**config.mk**
```make
export PLATFORM = sky130hd
export DESIGN_NAME = bd_fetch_sched_flat
export DESIGN_NICKNAME = d
export VERILOG_FILES = /design/src/rtl/bd_fetch_pkg.sv /design/src/rtl/bd_fetch_sched_if.sv /design/src/rtl/bd_fetch_sched_rr_arbiter.sv /design/src/rtl/bd_fetch_sched.sv /design/src/flat_wrapper.sv
export SDC_FILE = /design/constraint.sdc
export NUM_CORES = 1
export LEC_CHECK = 0
export ABC_AREA = 1
export CORE_AREA = 2 2 147 149
export DETAILED_ROUTE_END_ITERATION = 6
export DIE_AREA = 0 0 149 151
export DONT_BUFFER_PORTS = 1
export PLACE_DENSITY = 0.42
export RECOVER_POWER = 100
export SLEW_MARGIN = 40
export SYNTH_ARGS = -nofsm -noshare
export SYNTH_HDL_FRONTEND = slang
export SYNTH_HIERARCHICAL = 1
export SYNTH_SLANG_ARGS = --single-unit
```
**constraint.sdc**
```tcl
create_clock -name user_clk -period 4.1 [get_ports user_clk]
set_input_delay 0.205 -clock user_clk [delete_from_list [all_inputs] [get_ports user_clk]]
set_output_delay 0.205 -clock user_clk [all_outputs]
set_load 0.01 [all_outputs]
```
**src/rtl/bd_fetch_pkg.sv**
```systemverilog
// -----------------------------------------------------------------------------
// bd_fetch_pkg
// Shared definitions for the BD fetch scheduler:
//   - fetch_state_t : scheduler FSM encoding (IDLE / ISSUE / WAIT_CPL)
//   - BD / page geometry and bus field widths
//   - page_bd_room(): number of whole BDs that fit between an address and the
//     next 4KB boundary (a memory read must never cross a 4KB page)
// -----------------------------------------------------------------------------
package bd_fetch_pkg;

  typedef enum logic [1:0] {
    ST_IDLE     = 2'd0,
    ST_ISSUE    = 2'd1,
    ST_WAIT_CPL = 2'd2
  } fetch_state_t;

  localparam int BD_BYTES   = 32;
  localparam int PAGE_BYTES = 4096;
  localparam int TAG_W      = 8;
  localparam int DW_PER_BD  = 8;
  localparam int CH_ID_W    = 3;
  localparam int BD_NUM_W   = 4;
  localparam int ADDR_W     = 64;
  localparam int DW_CNT_W   = 11;

  // BDs left in the current 4KB page starting at page offset page_off.
  // Result is 1..128 for a 32B aligned offset.
  function automatic logic [7:0] page_bd_room(input logic [11:0] page_off);
    logic [12:0] bytes_left;
    bytes_left = 13'(PAGE_BYTES) - {1'b0, page_off};
    return bytes_left[12:5];
  endfunction

endpackage

```
**src/rtl/bd_fetch_sched_if.sv**
```systemverilog
// -----------------------------------------------------------------------------
// bd_fetch_sched_if
// Memory-read descriptor channel from the BD fetch scheduler to the RQ request
// generator.
//   rq_rd_valid   descriptor valid (scheduler -> RQ generator)
//   rq_rd_ready   descriptor accepted (RQ generator -> scheduler)
//   rq_rd_addr    64-bit read address
//   rq_rd_dw_cnt  read length in DW
//   rq_rd_tag     {5'b0, channel id}
// Modports: master = scheduler side, slave = RQ generator side.
// -----------------------------------------------------------------------------
interface bd_fetch_sched_if;
  import bd_fetch_pkg::*;

  logic                rq_rd_valid;
  logic                rq_rd_ready;
  logic [ADDR_W-1:0]   rq_rd_addr;
  logic [DW_CNT_W-1:0] rq_rd_dw_cnt;
  logic [TAG_W-1:0]    rq_rd_tag;

  modport master (
    output rq_rd_valid,
    output rq_rd_addr,
    output rq_rd_dw_cnt,
    output rq_rd_tag,
    input  rq_rd_ready
  );

  modport slave (
    input  rq_rd_valid,
    input  rq_rd_addr,
    input  rq_rd_dw_cnt,
    input  rq_rd_tag,
    output rq_rd_ready
  );

endinterface

```
**src/rtl/bd_fetch_sched_rr_arbiter.sv**
```systemverilog
// -----------------------------------------------------------------------------
// rr_arbiter
// Combinational round-robin pick: the first asserted request at or after ptr
// (wrapping at NUM_CH) wins.
//   req      in   NUM_CH  request vector
//   ptr      in   ID_W    highest-priority channel this cycle
//   gnt      out  NUM_CH  one-hot grant (all zero when no request)
//   gnt_id   out  ID_W    encoded grant
//   gnt_any  out  1       at least one request present
// -----------------------------------------------------------------------------
module rr_arbiter #(
  parameter int NUM_CH = 4,
  parameter int ID_W   = 3
) (
  input  logic [NUM_CH-1:0] req,
  input  logic [ID_W-1:0]   ptr,
  output logic [NUM_CH-1:0] gnt,
  output logic [ID_W-1:0]   gnt_id,
  output logic              gnt_any
);

  localparam int IDX_W = (NUM_CH > 1) ? $clog2(NUM_CH) : 1;

  always_comb begin
    int               sum;
    logic [IDX_W-1:0] idx;
    gnt     = '0;
    gnt_id  = '0;
    gnt_any = 1'b0;
    sum     = 0;
    idx     = '0;
    for (int i = 0; i < NUM_CH; i++) begin
      // Scan from ptr upward with wrap-around; the first hit is kept.
      sum = int'(ptr) + i;
      if (sum >= NUM_CH) sum = sum - NUM_CH;
      idx = IDX_W'(sum);
      if (!gnt_any && req[idx]) begin
        gnt_any  = 1'b1;
        gnt[idx] = 1'b1;
        gnt_id   = ID_W'(sum);
      end
    end
  end

endmodule

```
**src/rtl/bd_fetch_sched.sv**
```systemverilog
// -----------------------------------------------------------------------------
// bd_fetch_sched
// BD fetch scheduler for the multi-channel PCIe DMA engine. Round-robin picks
// one channel's BD-fetch request, issues a single memory-read descriptor to the
// RQ generator, exports the BD count of that fetch to the completion receiver,
// waits for the final completion beat and reports done to the channel. Only one
// fetch is ever in flight, so bd_size_for_cpld is stable for a whole fetch.
//
// Ports:
//   user_clk, user_reset_n        clock / async active-low reset
//   ch_req_valid/ready            per-channel request, one-hot 1-cycle accept
//   ch_req_addr, ch_req_bd_num    per-channel BD address (32B aligned), count
//   ch_grant_bd_num               BDs actually fetched (clipped at 4KB page)
//   rq (bd_fetch_sched_if.master) read descriptor to the RQ generator
//   bd_size_for_cpld              BD count of the in-flight fetch
//   cpld_done                     last completion beat of the fetch
//   ch_done_valid/id/err          1-cycle completion report (err = aborted)
//   busy                          scheduler not idle
//
// Build option: define BD_FETCH_TIMEOUT_EN to add a WAIT_CPL watchdog that
// aborts a fetch after TIMEOUT_CYCLES cycles without cpld_done.
// -----------------------------------------------------------------------------
module bd_fetch_sched
  import bd_fetch_pkg::*;
#(
  parameter int NUM_CH         = 4,
  parameter int TIMEOUT_CYCLES = 65535
) (
  input  logic                       user_clk,
  input  logic                       user_reset_n,
  input  logic [NUM_CH-1:0]          ch_req_valid,
  output logic [NUM_CH-1:0]          ch_req_ready,
  input  logic [NUM_CH*ADDR_W-1:0]   ch_req_addr,
  input  logic [NUM_CH*BD_NUM_W-1:0] ch_req_bd_num,
  output logic [BD_NUM_W-1:0]        ch_grant_bd_num,
  bd_fetch_sched_if.master           rq,
  output logic [BD_NUM_W-1:0]        bd_size_for_cpld,
  input  logic                       cpld_done,
  output logic                       ch_done_valid,
  output logic [CH_ID_W-1:0]         ch_done_id,
  output logic                       ch_done_err,
  output logic                       busy
);

  if (NUM_CH < 2 || NUM_CH > 8) begin : g_bad_num_ch
    $error("bd_fetch_sched: NUM_CH must be 2..8");
  end
  if (TIMEOUT_CYCLES < 1 || TIMEOUT_CYCLES > 65535) begin : g_bad_timeout
    $error("bd_fetch_sched: TIMEOUT_CYCLES must fit the 16-bit watchdog");
  end

  // Clip a request so the read stays inside one 4KB page.
  function automatic logic [BD_NUM_W-1:0] clamp_to_page(
    input logic [BD_NUM_W-1:0] want,
    input logic [7:0]          room
  );
    return ({4'b0, want} > room) ? room[BD_NUM_W-1:0] : want;
  endfunction

  fetch_state_t state_q, state_d;

  logic                arm_q;
  logic [CH_ID_W-1:0]  rr_ptr_q;
  logic [NUM_CH-1:0]   gnt_oh;
  logic [CH_ID_W-1:0]  gnt_id;
  logic                gnt_any;
  logic [ADDR_W-1:0]   sel_addr;
  logic [BD_NUM_W-1:0] sel_bd_num;
  logic [BD_NUM_W-1:0] fetched_sel;

  logic                accept;
  logic                issue_start;
  logic                wait_start;
  logic                done_set;
  logic                done_err_set;
  logic [CH_ID_W-1:0]  done_id_set;
  logic                wdog_expire;

  logic [ADDR_W-1:0]   addr_p1;
  logic [BD_NUM_W-1:0] fetched_p1;
  logic [CH_ID_W-1:0]  ch_id_p1;
  logic                done_vld_p1;
  logic                done_err_p1;
  logic [CH_ID_W-1:0]  done_id_p1;

  rr_arbiter #(
    .NUM_CH (NUM_CH),
    .ID_W   (CH_ID_W)
  ) u_rr_arbiter (
    .req     (ch_req_valid),
    .ptr     (rr_ptr_q),
    .gnt     (gnt_oh),
    .gnt_id  (gnt_id),
    .gnt_any (gnt_any)
  );

  always_comb begin
    sel_addr   = '0;
    sel_bd_num = '0;
    for (int i = 0; i < NUM_CH; i++) begin
      if (gnt_oh[i]) begin
        sel_addr   = ch_req_addr[i*ADDR_W +: ADDR_W];
        sel_bd_num = ch_req_bd_num[i*BD_NUM_W +: BD_NUM_W];
      end
    end
  end

  assign fetched_sel = clamp_to_page(sel_bd_num, page_bd_room(sel_addr[11:0]));

  // FSM next state. Arbitration is suppressed while a done pulse is on the
  // wire so a channel never sees its done and a new accept in the same cycle.
  // arm_q keeps the Mealy ready output quiet until the first clock after reset.
  always_comb begin
    state_d      = state_q;
    accept       = 1'b0;
    issue_start  = 1'b0;
    wait_start   = 1'b0;
    done_set     = 1'b0;
    done_err_set = 1'b0;
    done_id_set  = ch_id_p1;
    case (state_q)
      ST_IDLE: begin
        if (arm_q && !done_vld_p1 && gnt_any) begin
          accept = 1'b1;
          if (sel_bd_num == '0) begin
            // Nothing to fetch: accept and report an error, no read issued.
            done_set     = 1'b1;
            done_err_set = 1'b1;
            done_id_set  = gnt_id;
          end else begin
            issue_start = 1'b1;
            state_d     = ST_ISSUE;
          end
        end
      end
      ST_ISSUE: begin
        if (rq.rq_rd_ready) begin
          wait_start = 1'b1;
          state_d    = ST_WAIT_CPL;
        end
      end
      ST_WAIT_CPL: begin
        // A completion landing in the expiry cycle takes priority.
        if (cpld_done) begin
          done_set = 1'b1;
          state_d  = ST_IDLE;
        end else if (wdog_expire) begin
          done_set     = 1'b1;
          done_err_set = 1'b1;
          state_d      = ST_IDLE;
        end
      end
      default: state_d = ST_IDLE;
    endcase
  end

  always_ff @(posedge user_clk or negedge user_reset_n) begin
    if (!user_reset_n) state_q <= ST_IDLE;
    else               state_q <= state_d;
  end

  // p0 -> p1: latch the accepted request and the done report
  always_ff @(posedge user_clk or negedge user_reset_n) begin
    if (!user_reset_n) begin
      arm_q       <= 1'b0;
      rr_ptr_q    <= '0;
      addr_p1     <= '0;
      fetched_p1  <= '0;
      ch_id_p1    <= '0;
      done_vld_p1 <= 1'b0;
      done_err_p1 <= 1'b0;
      done_id_p1  <= '0;
    end else begin
      arm_q <= 1'b1;
      if (accept) begin
        rr_ptr_q <= (gnt_id == CH_ID_W'(NUM_CH - 1)) ? '0 : gnt_id + 1'b1;
      end
      if (issue_start) begin
        addr_p1    <= sel_addr;
        fetched_p1 <= fetched_sel;
        ch_id_p1   <= gnt_id;
      end
      done_vld_p1 <= done_set;
      done_err_p1 <= done_err_set;
      if (done_set) done_id_p1 <= done_id_set;
    end
  end

`ifdef BD_FETCH_TIMEOUT_EN
  logic [15:0] wdog_q;

  always_ff @(posedge user_clk or negedge user_reset_n) begin
    if (!user_reset_n)                wdog_q <= '0;
    else if (wait_start)              wdog_q <= '0;
    else if (state_q == ST_WAIT_CPL)  wdog_q <= wdog_q + 1'b1;
  end

  // wdog_q counts WAIT_CPL cycles from 0, so the abort pulse lands exactly
  // TIMEOUT_CYCLES cycles after WAIT_CPL entry.
  assign wdog_expire = (state_q == ST_WAIT_CPL) && (wdog_q == 16'(TIMEOUT_CYCLES - 1));
`else
  logic unused_wait_start;
  assign unused_wait_start = wait_start;
  assign wdog_expire       = 1'b0;
`endif

  assign ch_req_ready     = accept ? gnt_oh : '0;
  assign ch_grant_bd_num  = accept ? fetched_sel : '0;

  assign rq.rq_rd_valid   = (state_q == ST_ISSUE);
  assign rq.rq_rd_addr    = addr_p1;
  assign rq.rq_rd_dw_cnt  = {3'b0, fetched_p1, 3'b0};
  assign rq.rq_rd_tag     = {5'b0, ch_id_p1};

  assign bd_size_for_cpld = fetched_p1;
  assign ch_done_valid    = done_vld_p1;
  assign ch_done_err      = done_err_p1;
  assign ch_done_id       = done_id_p1;
  assign busy             = (state_q != ST_IDLE);

endmodule

```
**src/flat_wrapper.sv**
```systemverilog
// flat-port wrapper written by rule: the top's interface ports become plain ports
module bd_fetch_sched_flat import bd_fetch_pkg::*;
#(
  parameter int NUM_CH         = 4,
  parameter int TIMEOUT_CYCLES = 65535
)
  (user_clk, user_reset_n, ch_req_valid, ch_req_ready, ch_req_addr, ch_req_bd_num, ch_grant_bd_num, bd_size_for_cpld, cpld_done, ch_done_valid, ch_done_id, ch_done_err, busy, rq_rq_rd_valid, rq_rq_rd_addr, rq_rq_rd_dw_cnt, rq_rq_rd_tag, rq_rq_rd_ready);
  bd_fetch_sched_if rq_i ();
  input  logic user_clk;
  input  logic user_reset_n;
  input  logic [NUM_CH-1:0] ch_req_valid;
  output logic [NUM_CH-1:0] ch_req_ready;
  input  logic [NUM_CH*ADDR_W-1:0] ch_req_addr;
  input  logic [NUM_CH*BD_NUM_W-1:0] ch_req_bd_num;
  output logic [BD_NUM_W-1:0] ch_grant_bd_num;
  output logic [BD_NUM_W-1:0] bd_size_for_cpld;
  input  logic cpld_done;
  output logic ch_done_valid;
  output logic [CH_ID_W-1:0] ch_done_id;
  output logic ch_done_err;
  output logic busy;
  output wire logic [$bits(rq_i.rq_rd_valid)-1:0] rq_rq_rd_valid;
  output wire logic [$bits(rq_i.rq_rd_addr)-1:0] rq_rq_rd_addr;
  output wire logic [$bits(rq_i.rq_rd_dw_cnt)-1:0] rq_rq_rd_dw_cnt;
  output wire logic [$bits(rq_i.rq_rd_tag)-1:0] rq_rq_rd_tag;
  input wire logic [$bits(rq_i.rq_rd_ready)-1:0] rq_rq_rd_ready;
  assign rq_rq_rd_valid = rq_i.rq_rd_valid;
  assign rq_rq_rd_addr = rq_i.rq_rd_addr;
  assign rq_rq_rd_dw_cnt = rq_i.rq_rd_dw_cnt;
  assign rq_rq_rd_tag = rq_i.rq_rd_tag;
  assign rq_i.rq_rd_ready = rq_rq_rd_ready;
  bd_fetch_sched #(.NUM_CH(NUM_CH), .TIMEOUT_CYCLES(TIMEOUT_CYCLES)) u_core (.user_clk(user_clk), .user_reset_n(user_reset_n), .ch_req_valid(ch_req_valid), .ch_req_ready(ch_req_ready), .ch_req_addr(ch_req_addr), .ch_req_bd_num(ch_req_bd_num), .ch_grant_bd_num(ch_grant_bd_num), .rq(rq_i), .bd_size_for_cpld(bd_size_for_cpld), .cpld_done(cpld_done), .ch_done_valid(ch_done_valid), .ch_done_id(ch_done_id), .ch_done_err(ch_done_err), .busy(busy));
endmodule
```
==> metrics <==
Worst-Skew Late Latency 0.33 ns; CTS root buffer clkbuf_16; # fillers 2253; CTS buffer count 9; WP data arrival 4.69 ns; row count 53; Worst Path Max Fanout 7; Yosys reg bits 82; HPWL after detailed placement between 15000 and 20000 um; Core ar. between 20000 and 25000 um^2; crit path launch type flop; Required @ worst endpoint 4.36 ns; drt via density 5.15; Layout area overhead 25.3%; CTS tree yes; Final setup viols 6; Max Clk Rate 0.226 GHz; initial antenna violation count 0; Final ANT Viol Nets 0; CP Buf/Inv Count 23; top cell type's share of synthesized area between 30% and 40%; Cell variety after synth 38; Slew HR -38.8%; Crit Path Class flop to flop; family with the most delay on the worst path buffers and inverters; Slowest cell on crit path dfrtp_2; fin. max-slew vios 83; # diodes 0; status finished with violations; Inst Count DP 1194; Total Wirelength 23800 um; share of cells above drive strength 1 22.6%; total gr overflow 0; sequential cell area fraction in the yosys report 33.3%; Hold Violations, Final 0; stages on the worst setup path 34; Hold WC Path Type input pin to flop; CP dominant cell by count buf_4; Synth area leader dfrtp_1; final net count 1283; largest net degree at the start of global routing 83; clk buf depth 2; GRT Overall Usage 19.9%; Area contributors post-synth dfrtp_1 (33%), nand2_1 (23%), o21ai_0 (8.5%); port bufs 0; area of the mapped netlist between 6000 and 7000 um^2; die height 151 um; chip width 149 um; Worst-Margin Slew approximately 2.1 ns; Critical Path Sink Type flop; YS warnings 6; clock-pin slew on the worst setup and hold paths roughly 0.060 ns; IO Count 382; first-pass GRT wire length 34600 um; Detailed Routing Iterations Pass 1 6; Tcrit/Tclk final 108%; Max-Cap Viols 1; failing checks capacitance limit, slew limit, setup timing; Starting Density 29.6%; Die ar. 22500 um^2; setup slack after layout -0.334 ns; RSZ-0062 raised after global routing yes; Worst path max stage delay between 0.4 and 0.5 ns; Final Critical Period 4.43 ns; Synth Instances 912; DRC viols 0; Iter 0 DRT Violations 376; path depth of the worst reg2reg path 34; Post-Syn Area per Cell 6.75 um^2; routed vias 6549; GPL Wtd Cong 0.819; Finished Layout Cells 1271; clk_skew 0.00525 ns; Clock Sinks 82; number of global-route vias before repair 6229; H-tree depth 3; Sum Neg Setup Slack -1.85 ns; Hold Path Stages 2; Util after Layout 37.0%; wire length per cell 18.7 um
[cell type report]
type / instances / area (um^2) / share of cell area [%]
clock inverters: 5 / 56.3 / 0.730
inverters: 43 / 181 / 2.35
repair buffers: 134 / 1080 / 14.0
well taps: 275 / 344 / 4.46
multi-input cells: 722 / 3760 / 48.8
flip-flops and latches: 82 / 2050 / 26.6
clock buffers: 10 / 229 / 2.97
[placed cells by master, fill, tap and decap left out, drive strengths merged, types with 3 or more instances in the layout]
master / n
nand2: 382
buf: 128
o21ai: 125
dfrtp: 82
nor2: 53
a221oi: 52
inv: 43
nand3: 34
a21oi: 27
conb: 13
clkbuf: 13
ha: 11
nand4: 9
a21boi: 6
dlygate4sd3: 3
clkinv: 3
[worst reg2reg max path: cells and delay by family, from the launching register on]
family                   cells  cell delay [ns]
AO/OA/AOI/OAI                1             0.13
adder cells (fa/ha/maj)      1             0.31
buffers and inverters       23             2.70
flip-flops                   1             0.44
AND/OR/NAND/NOR              9             0.80
[metrics by stage]
step                setup slack, ns  cell area, um^2  hold slack [ns]
global placement             -0.242             6700          -0.0878
finish                       -0.334             7710           0.0196
detailed placement           -0.304             6700          -0.0882
global route                 -0.637             7710           0.0422
floorplan                    0.0903             6200          -0.0906
CTS                          -0.267             7590          0.00368
[flip-flops by register name, indices dropped and copies added, names as in the netlist]
name,count
u_core/arm_q,1
u_core/bd_size_for_cpld,4
u_core/ch_done_err,1
u_core/ch_done_id,3
u_core/ch_done_valid,1
u_core/ch_id_p1,3
u_core/rq.rq_rd_addr,64
u_core/rr_ptr_q,3
u_core/state_q,2
[logic make-up (layout without fill, tap and decap cells)]
family                   count (synthesis)  in the layout  share of synthesized area, %
flip-flops                              82             82                          33.3
buffers and inverters                  120            192                          10.2
multiplexers                             1              1                         0.183
other                                    2             13                         0.122
AND/OR/NAND/NOR                        480            481                          32.4
AO/OA/AOI/OAI                          216            216                          21.4
adder cells (fa/ha/maj)                 11             11                          2.24
[synth_stat cells]
master    number
ha_1          11
a21boi_0       3
dfrtp_1       82
o211a_1        1
nand3_2        2
buf_4         26
o21ai_2        1
nand3_1       29
mux2_2         1
a21boi_1       3
o21ai_0      104
o21a_1         1
inv_4          1
inv_2          5
nand2_1      373
a21oi_1       25
buf_8          1
buf_6          6
nand3_4        2
nor3_4         1
nand4_1        9
clkbuf_1      32
inv_1         36
a21oi_2        2
buf_2         12
o31ai_1        2
a221oi_1      52
o211ai_1       2
nor2_8         2
o21ai_1       20
inv_8          1
and3_1         1
nand3b_1       1
conb_1         2
nor2_1        46
nor2_2         5
nand2_4        2
nand2_2        7
[layer usage]
layer	part of all wire [%]	global-route usage (%)	vias to the layer above
li1	-	-	3168
met1	40	24.4	3060
met2	49	33.8	287
met3	9.0	5.87	34
met4	2.2	5.71	0
met5	0	0	-
[worst paths after layout]
check,from,to,slack (ns)
setup / recovery,u_core/rr_ptr_q[0],u_core/rq.rq_rd_addr[6],-0.33
setup reg to reg,u_core/rr_ptr_q[0],u_core/rq.rq_rd_addr[6],-0.33
hold reg to reg,u_core/state_q[1],u_core/state_q[0],0.53
min in group asynchronous,user_reset_n,u_core/rq.rq_rd_addr[22],1.02
max in group asynchronous,user_reset_n,u_core/rr_ptr_q[0],1.72
hold / removal,rq_rq_rd_ready,u_core/state_q[1],0.02
[repair_timing]
item | in CTS | in global routing
setup buffers | 53 | 8
pin swaps | 20 | 26
gates cloned | 1 | 0
setup endpoints to repair | 8 | 10
resized for setup | 42 | 33
hold endpoints to repair | 84 | 0
hold buffers | 4 | 0
Power is not shown: default switching activity piles up to over one toggle a cycle in this logic, so the estimate is an artifact.
